--- src/rtl/mem_lsu_if.sv ---
// mem_lsu_if: CPU request/response handshake plus word-wide RAM port of the load/store unit.
interface mem_lsu_if #(
    parameter int ADDR_W = 16
);
    logic              req_valid;
    logic              req_ready;
    logic              req_store;
    logic [1:0]        req_size;
    logic              req_signed;
    logic [ADDR_W-1:0] req_addr;
    logic [31:0]       req_wdata;
    logic              rsp_valid;
    logic [31:0]       rsp_rdata;
    logic              rsp_err;
    logic [ADDR_W-3:0] ram_addr;
    logic              ram_re;
    logic              ram_we;
    logic [31:0]       ram_wdata;
    logic [31:0]       ram_rdata;

    modport master (
        output req_valid, req_store, req_size, req_signed, req_addr, req_wdata, ram_rdata,
        input  req_ready, rsp_valid, rsp_rdata, rsp_err, ram_addr, ram_re, ram_we, ram_wdata
    );

    modport slave (
        input  req_valid, req_store, req_size, req_signed, req_addr, req_wdata, ram_rdata,
        output req_ready, rsp_valid, rsp_rdata, rsp_err, ram_addr, ram_re, ram_we, ram_wdata
    );
endinterface

--- src/rtl/mem_lsu.sv ---
// mem_lsu: byte/half/word load-store unit over a 1-cycle registered word RAM,
// with lane extraction, sign/zero extension and read-modify-write for sub-word stores.
module mem_lsu #(
    parameter int ADDR_W    = 16,
    parameter int RAM_WORDS = 4096
) (
    input logic      clk,
    input logic      rst,
    mem_lsu_if.slave bus
);
    typedef enum logic [1:0] {IDLE, RD, CAP, WR} state_t;

    state_t      state, state_n;
    logic        st, sgn;
    logic [1:0]  size, lane;
    logic        acc, err, full_store;
    logic [4:0]  sh;
    logic [31:0] lane_data, load_data, mask, merged;

    assign bus.req_ready = state == IDLE && !rst;
    assign bus.ram_re    = state == RD;
    assign bus.ram_we    = state == WR;
    assign acc           = bus.req_valid && bus.req_ready;
    assign err           = bus.req_size == 2'd3
                        || (bus.req_size == 2'd1 && bus.req_addr[0])
                        || (bus.req_size == 2'd2 && bus.req_addr[1:0] != 2'd0)
                        || 32'(bus.req_addr[ADDR_W-1:2]) >= 32'(RAM_WORDS);
    assign full_store    = bus.req_store && bus.req_size == 2'd2;

    // Halves are 2-byte aligned, so lane*8 already equals addr[1]*16 for them.
    assign sh        = {lane, 3'b000};
    assign lane_data = bus.ram_rdata >> sh;
    assign load_data = size == 2'd0 ? {{24{sgn & lane_data[7]}}, lane_data[7:0]}
                     : size == 2'd1 ? {{16{sgn & lane_data[15]}}, lane_data[15:0]}
                     : lane_data;
    assign mask      = (size == 2'd0 ? 32'h0000_00ff : 32'h0000_ffff) << sh;
    assign merged    = (bus.ram_rdata & ~mask) | ((bus.ram_wdata << sh) & mask);

    always_comb
        state_n = state == IDLE ? (acc && !err ? (full_store ? WR : RD) : IDLE)
                : state == RD ? CAP
                : state == CAP && st ? WR
                : IDLE;

    always_ff @(posedge clk)
        state <= rst ? IDLE : state_n;

    // ram_wdata doubles as the latched store data until the RMW merge replaces it.
    always_ff @(posedge clk)
        if (rst) begin
            bus.rsp_valid <= 1'b0;
            bus.rsp_err   <= 1'b0;
            bus.rsp_rdata <= '0;
            bus.ram_addr  <= '0;
            bus.ram_wdata <= '0;
        end else begin
            bus.rsp_valid <= (acc && err) || (state == CAP && !st) || state == WR;
            if (acc) begin
                st            <= bus.req_store;
                size          <= bus.req_size;
                sgn           <= bus.req_signed;
                lane          <= bus.req_addr[1:0];
                bus.ram_addr  <= bus.req_addr[ADDR_W-1:2];
                bus.ram_wdata <= bus.req_wdata;
            end
            if (acc && err) begin
                bus.rsp_err   <= 1'b1;
                bus.rsp_rdata <= '0;
            end
            if (state == CAP && st)
                bus.ram_wdata <= merged;
            if (state == CAP && !st) begin
                bus.rsp_err   <= 1'b0;
                bus.rsp_rdata <= load_data;
            end
            if (state == WR) begin
                bus.rsp_err   <= 1'b0;
                bus.rsp_rdata <= '0;
            end
        end
endmodule
--- src/flat_wrapper.sv ---
// flat-port wrapper written by rule: the top's interface ports become plain ports
module mem_lsu_flat 
#(
    parameter int ADDR_W    = 16,
    parameter int RAM_WORDS = 4096
)
  (clk, rst, bus_req_valid, bus_req_store, bus_req_size, bus_req_signed, bus_req_addr, bus_req_wdata, bus_ram_rdata, bus_req_ready, bus_rsp_valid, bus_rsp_rdata, bus_rsp_err, bus_ram_addr, bus_ram_re, bus_ram_we, bus_ram_wdata);
  mem_lsu_if #(.ADDR_W(ADDR_W)) bus_i ();
  input logic clk;
  input logic rst;
  input wire logic [$bits(bus_i.req_valid)-1:0] bus_req_valid;
  input wire logic [$bits(bus_i.req_store)-1:0] bus_req_store;
  input wire logic [$bits(bus_i.req_size)-1:0] bus_req_size;
  input wire logic [$bits(bus_i.req_signed)-1:0] bus_req_signed;
  input wire logic [$bits(bus_i.req_addr)-1:0] bus_req_addr;
  input wire logic [$bits(bus_i.req_wdata)-1:0] bus_req_wdata;
  input wire logic [$bits(bus_i.ram_rdata)-1:0] bus_ram_rdata;
  output wire logic [$bits(bus_i.req_ready)-1:0] bus_req_ready;
  output wire logic [$bits(bus_i.rsp_valid)-1:0] bus_rsp_valid;
  output wire logic [$bits(bus_i.rsp_rdata)-1:0] bus_rsp_rdata;
  output wire logic [$bits(bus_i.rsp_err)-1:0] bus_rsp_err;
  output wire logic [$bits(bus_i.ram_addr)-1:0] bus_ram_addr;
  output wire logic [$bits(bus_i.ram_re)-1:0] bus_ram_re;
  output wire logic [$bits(bus_i.ram_we)-1:0] bus_ram_we;
  output wire logic [$bits(bus_i.ram_wdata)-1:0] bus_ram_wdata;
  assign bus_i.req_valid = bus_req_valid;
  assign bus_i.req_store = bus_req_store;
  assign bus_i.req_size = bus_req_size;
  assign bus_i.req_signed = bus_req_signed;
  assign bus_i.req_addr = bus_req_addr;
  assign bus_i.req_wdata = bus_req_wdata;
  assign bus_i.ram_rdata = bus_ram_rdata;
  assign bus_req_ready = bus_i.req_ready;
  assign bus_rsp_valid = bus_i.rsp_valid;
  assign bus_rsp_rdata = bus_i.rsp_rdata;
  assign bus_rsp_err = bus_i.rsp_err;
  assign bus_ram_addr = bus_i.ram_addr;
  assign bus_ram_re = bus_i.ram_re;
  assign bus_ram_we = bus_i.ram_we;
  assign bus_ram_wdata = bus_i.ram_wdata;
  mem_lsu #(.ADDR_W(ADDR_W), .RAM_WORDS(RAM_WORDS)) u_core (.clk(clk), .rst(rst), .bus(bus_i));
endmodule
--- config.mk ---
export PLATFORM = sky130hd
export DESIGN_NAME = mem_lsu_flat
export DESIGN_NICKNAME = d
export VERILOG_FILES = /design/src/rtl/mem_lsu_if.sv /design/src/rtl/mem_lsu.sv /design/src/flat_wrapper.sv
export SDC_FILE = /design/constraint.sdc
export NUM_CORES = 1
export LEC_CHECK = 0
export BUFFER_PORTS_ARGS = -buffer_cell sky130_fd_sc_hd__buf_2
export CAP_MARGIN = 20
export CORE_MARGIN = 2
export CORE_UTILIZATION = 51
export CTS_BUF_LIST = sky130_fd_sc_hd__clkbuf_4 sky130_fd_sc_hd__clkbuf_8
export CTS_CLUSTER_DIAMETER = 200
export DETAILED_ROUTE_END_ITERATION = 10
export PLACE_DENSITY = 0.84
export SETUP_SLACK_MARGIN = 0.05
export SYNTH_ARGS = -nofsm -noshare
export SYNTH_HDL_FRONTEND = slang
export SYNTH_SLANG_ARGS = --single-unit
--- constraint.sdc ---
create_clock -name clk -period 2.6 [get_ports clk]
set_clock_uncertainty 0.1 [all_clocks]
set_input_delay 0.52 -clock clk [delete_from_list [all_inputs] [get_ports clk]]
set_output_delay 0.52 -clock clk [all_outputs]
set_load 0.01 [all_outputs]
==> impl_metrics.toml <==
[global_route]
antenna_found_initial = 0
first_global_vias = 4558
grt-ovfl-total = 0
grt_max_degree = 49
grt_pass1_wl_um = 22400
track_usage_pct = 28.4

[sta]
setup_slack_ns = 0.360
worstMarginPinSlew_ns = 1.09
hold_viol = 0
whs_ns = 0.244
grt_setup_unrepaired = "no"
period_minus_slack_ns = 2.24
post-route-period-util_pct = 86.2
slew_violations = 0
fmax_ghz = 0.446
setup_viol = 0
slew_headroom_pct = 27.5
fin_tns_setup_ns = 0

[clock_network]
tritoncts = "built"
cts.reportedPaths.clkPinSlew_ns = 0.09
clock_latency_ns = 0.36
htreeDepth = 3
cts_hold_buf = 0
post_cts_buffers = 0
cts_buffers = 9
cts_max_path_buffers = 2
cts_num_sinks = 88
cts_root_buffer = "clkbuf_8"
cts-resized-gates = 0

[min_path]
hold_path_startpoint = "bus_req_signed"
hp-class = "in -> reg"
hold_path_end = "u_core.sgn"
min_path_cells = 1

[logic_synthesis]
synth_cell_types = 45
yosysSeqAreaShare_pct = 39.9
synth_edf_count = 6
synth-seq-cells = 88
synth_largest_area_cell = "dfxtp_1"
synthCells = 539
synth-async-reset-ratio_pct = 0
syn_area_sq_mm = 0.00457
ys.flop_type = "dfxtp_1"
yosys-top-cells-area = "dfxtp_1 36%, nand2_1 9.6%, mux2i_1 5.7%"
avgSynthCellArea_sq_um = 8.47
ys_warn_count = 0
yosys.area.top_type_share_pct = 36.0
synth_nets = 626

[floorplanning]
start_util_pct = 52.4
fp.dieH_um = 98.6
core_sq_mm = 0.00872
row_count = 34
dieArea_sq_mm = 0.00972
die_w_um = 98.6
io_pins = 170

[worst_setup_path]
required_ns = 2.76
reg2reg_depth = 4
critPathMaxFanout = 41
reg2reg_slack_ns = 0.36
reg2reg_to = "u_core.bus.ram_wdata[8]"
path_class = "reg -> reg"
cp.arrival_ns = 2.40
rr_startpoint = "u_core.lane[1]"
worst_setup_path_start_kind = "register"
critPathCaptureType = "register"

[finish]
final_nets = 777
final_common_cell = "buf_2"
area_delta_synth_final_pct = 25.0
regArea_sq_mm = 0.00182
antenna_cells = 0
stdcell_count = 803
mostFrequentLayoutCells = "169 x buf_2, 117 x nand2_1, 82 x dfxtp_1"
multi_input_area_sq_mm = 0.00251
fillers = 740
drive_gt1_share_pct = 31.9

[place]
place_worst_setup_slack_ns = 0.206
port_buffers = 169
routabilityCongestion = 0.892
dp.cells = 787
dp_hpwl_um = 10400

[detailed_routing]
postRouteAntennaNets = 0
vias = 4745
viasPerCell = 5.91
drc = 0
wl_um = 14000
dr.pass1.iters = 5
drtIter0Drc = 334
wl_per_cell_um = 17.4

[power_and_ir_drop]
p_leak_nw = 2.54
p_total_mw = 2.96
power_density_mw_per_mm2 = 519
vdd_drop_max_mv = 0.266

[status]
status = "completed"

[run]
cap_violations = 0
[per-stage QoR]
step                util (%)  instance area (sq um)
floorplan                  -                   4570
global placement        63.0                   5490
detailed placement      63.0                   5490
CTS                     65.4                   5710
global route            65.4                   5710
finish                  65.4                   5710
[power by group]
group	total (mW)	leakage (nW)	switching (mW)	internal (mW)
clock network	1.01	0.108	0.522	0.484
registers	1.45	0.723	0.0418	1.41
logic	0.502	1.70	0.285	0.217
total	2.96	2.54	0.849	2.11
[cell usage after synthesis, types with 2 or more instances]
library cell  count
nand2_1         117
dfxtp_1          82
a21oi_1          33
clkbuf_1         29
mux2i_1          26
nor2b_1          24
o2bb2ai_1        24
o21ai_0          18
a211oi_1         16
and3_1           16
nor2_1           16
a211o_1          14
buf_2            13
a311oi_1         11
nand2b_1         10
o21a_1           10
a21o_1            9
mux2_2            9
a31oi_1           8
nor3_1            8
a32o_1            7
o22ai_1           7
edfxtp_1          6
buf_4             3
buf_6             2
nand3b_1          2
[per-layer routing]
layer | global-route usage [%] | part of all wire, % | vias up
li1 | - | - | 2251
met1 | 36.6 | 41 | 2254
met2 | 47.6 | 49 | 210
met3 | 6.45 | 7.3 | 30
met4 | 8.85 | 2.4 | 0
met5 | 0 | 0 | -
[final cells by class]
cell class,instances,area share (%)
clock inverters,6,1.29
repair buffers,189,17.9
clock buffers,10,2.41
flip-flops and latches,88,31.9
multi-input cells,401,44.0
well taps,108,2.37
inverters,1,0.110
[kinds of logic (layout without fill, tap and decap cells)]
logic type	count (synthesis)	count (layout)	synth area share, %
and+or+nand+nor	201	201	20.5
AOI/OAI and AO/OA	164	164	26.1
DFF	88	88	39.9
buffers and inverters	50	206	5.12
muxes	36	36	8.41
[worst max-delay path, cell delays in order, from the launching register on]
cell      delay (ns)
edfxtp_1        0.67
buf_4           0.37
nor2_1          0.56
nand2_1         0.14
a311oi_1        0.30
[worst max path at each step]
stage                                     endpoint           start  cells past startpoint  slack, ns
after floorplan            u_core.bus.rsp_rdata[1]             rst                      8       0.40
after global placement     u_core.bus.rsp_rdata[7]             rst                      6       0.27
after detailed placement   u_core.bus.rsp_rdata[7]             rst                      6       0.21
after CTS                                 register  u_core.size[1]                      4       0.35
after global routing      u_core.bus.ram_wdata[10]  u_core.lane[1]                      4       0.24
final                      u_core.bus.ram_wdata[8]  u_core.lane[1]                      4       0.36
Note: power is estimated with default switching activity, not from simulation.
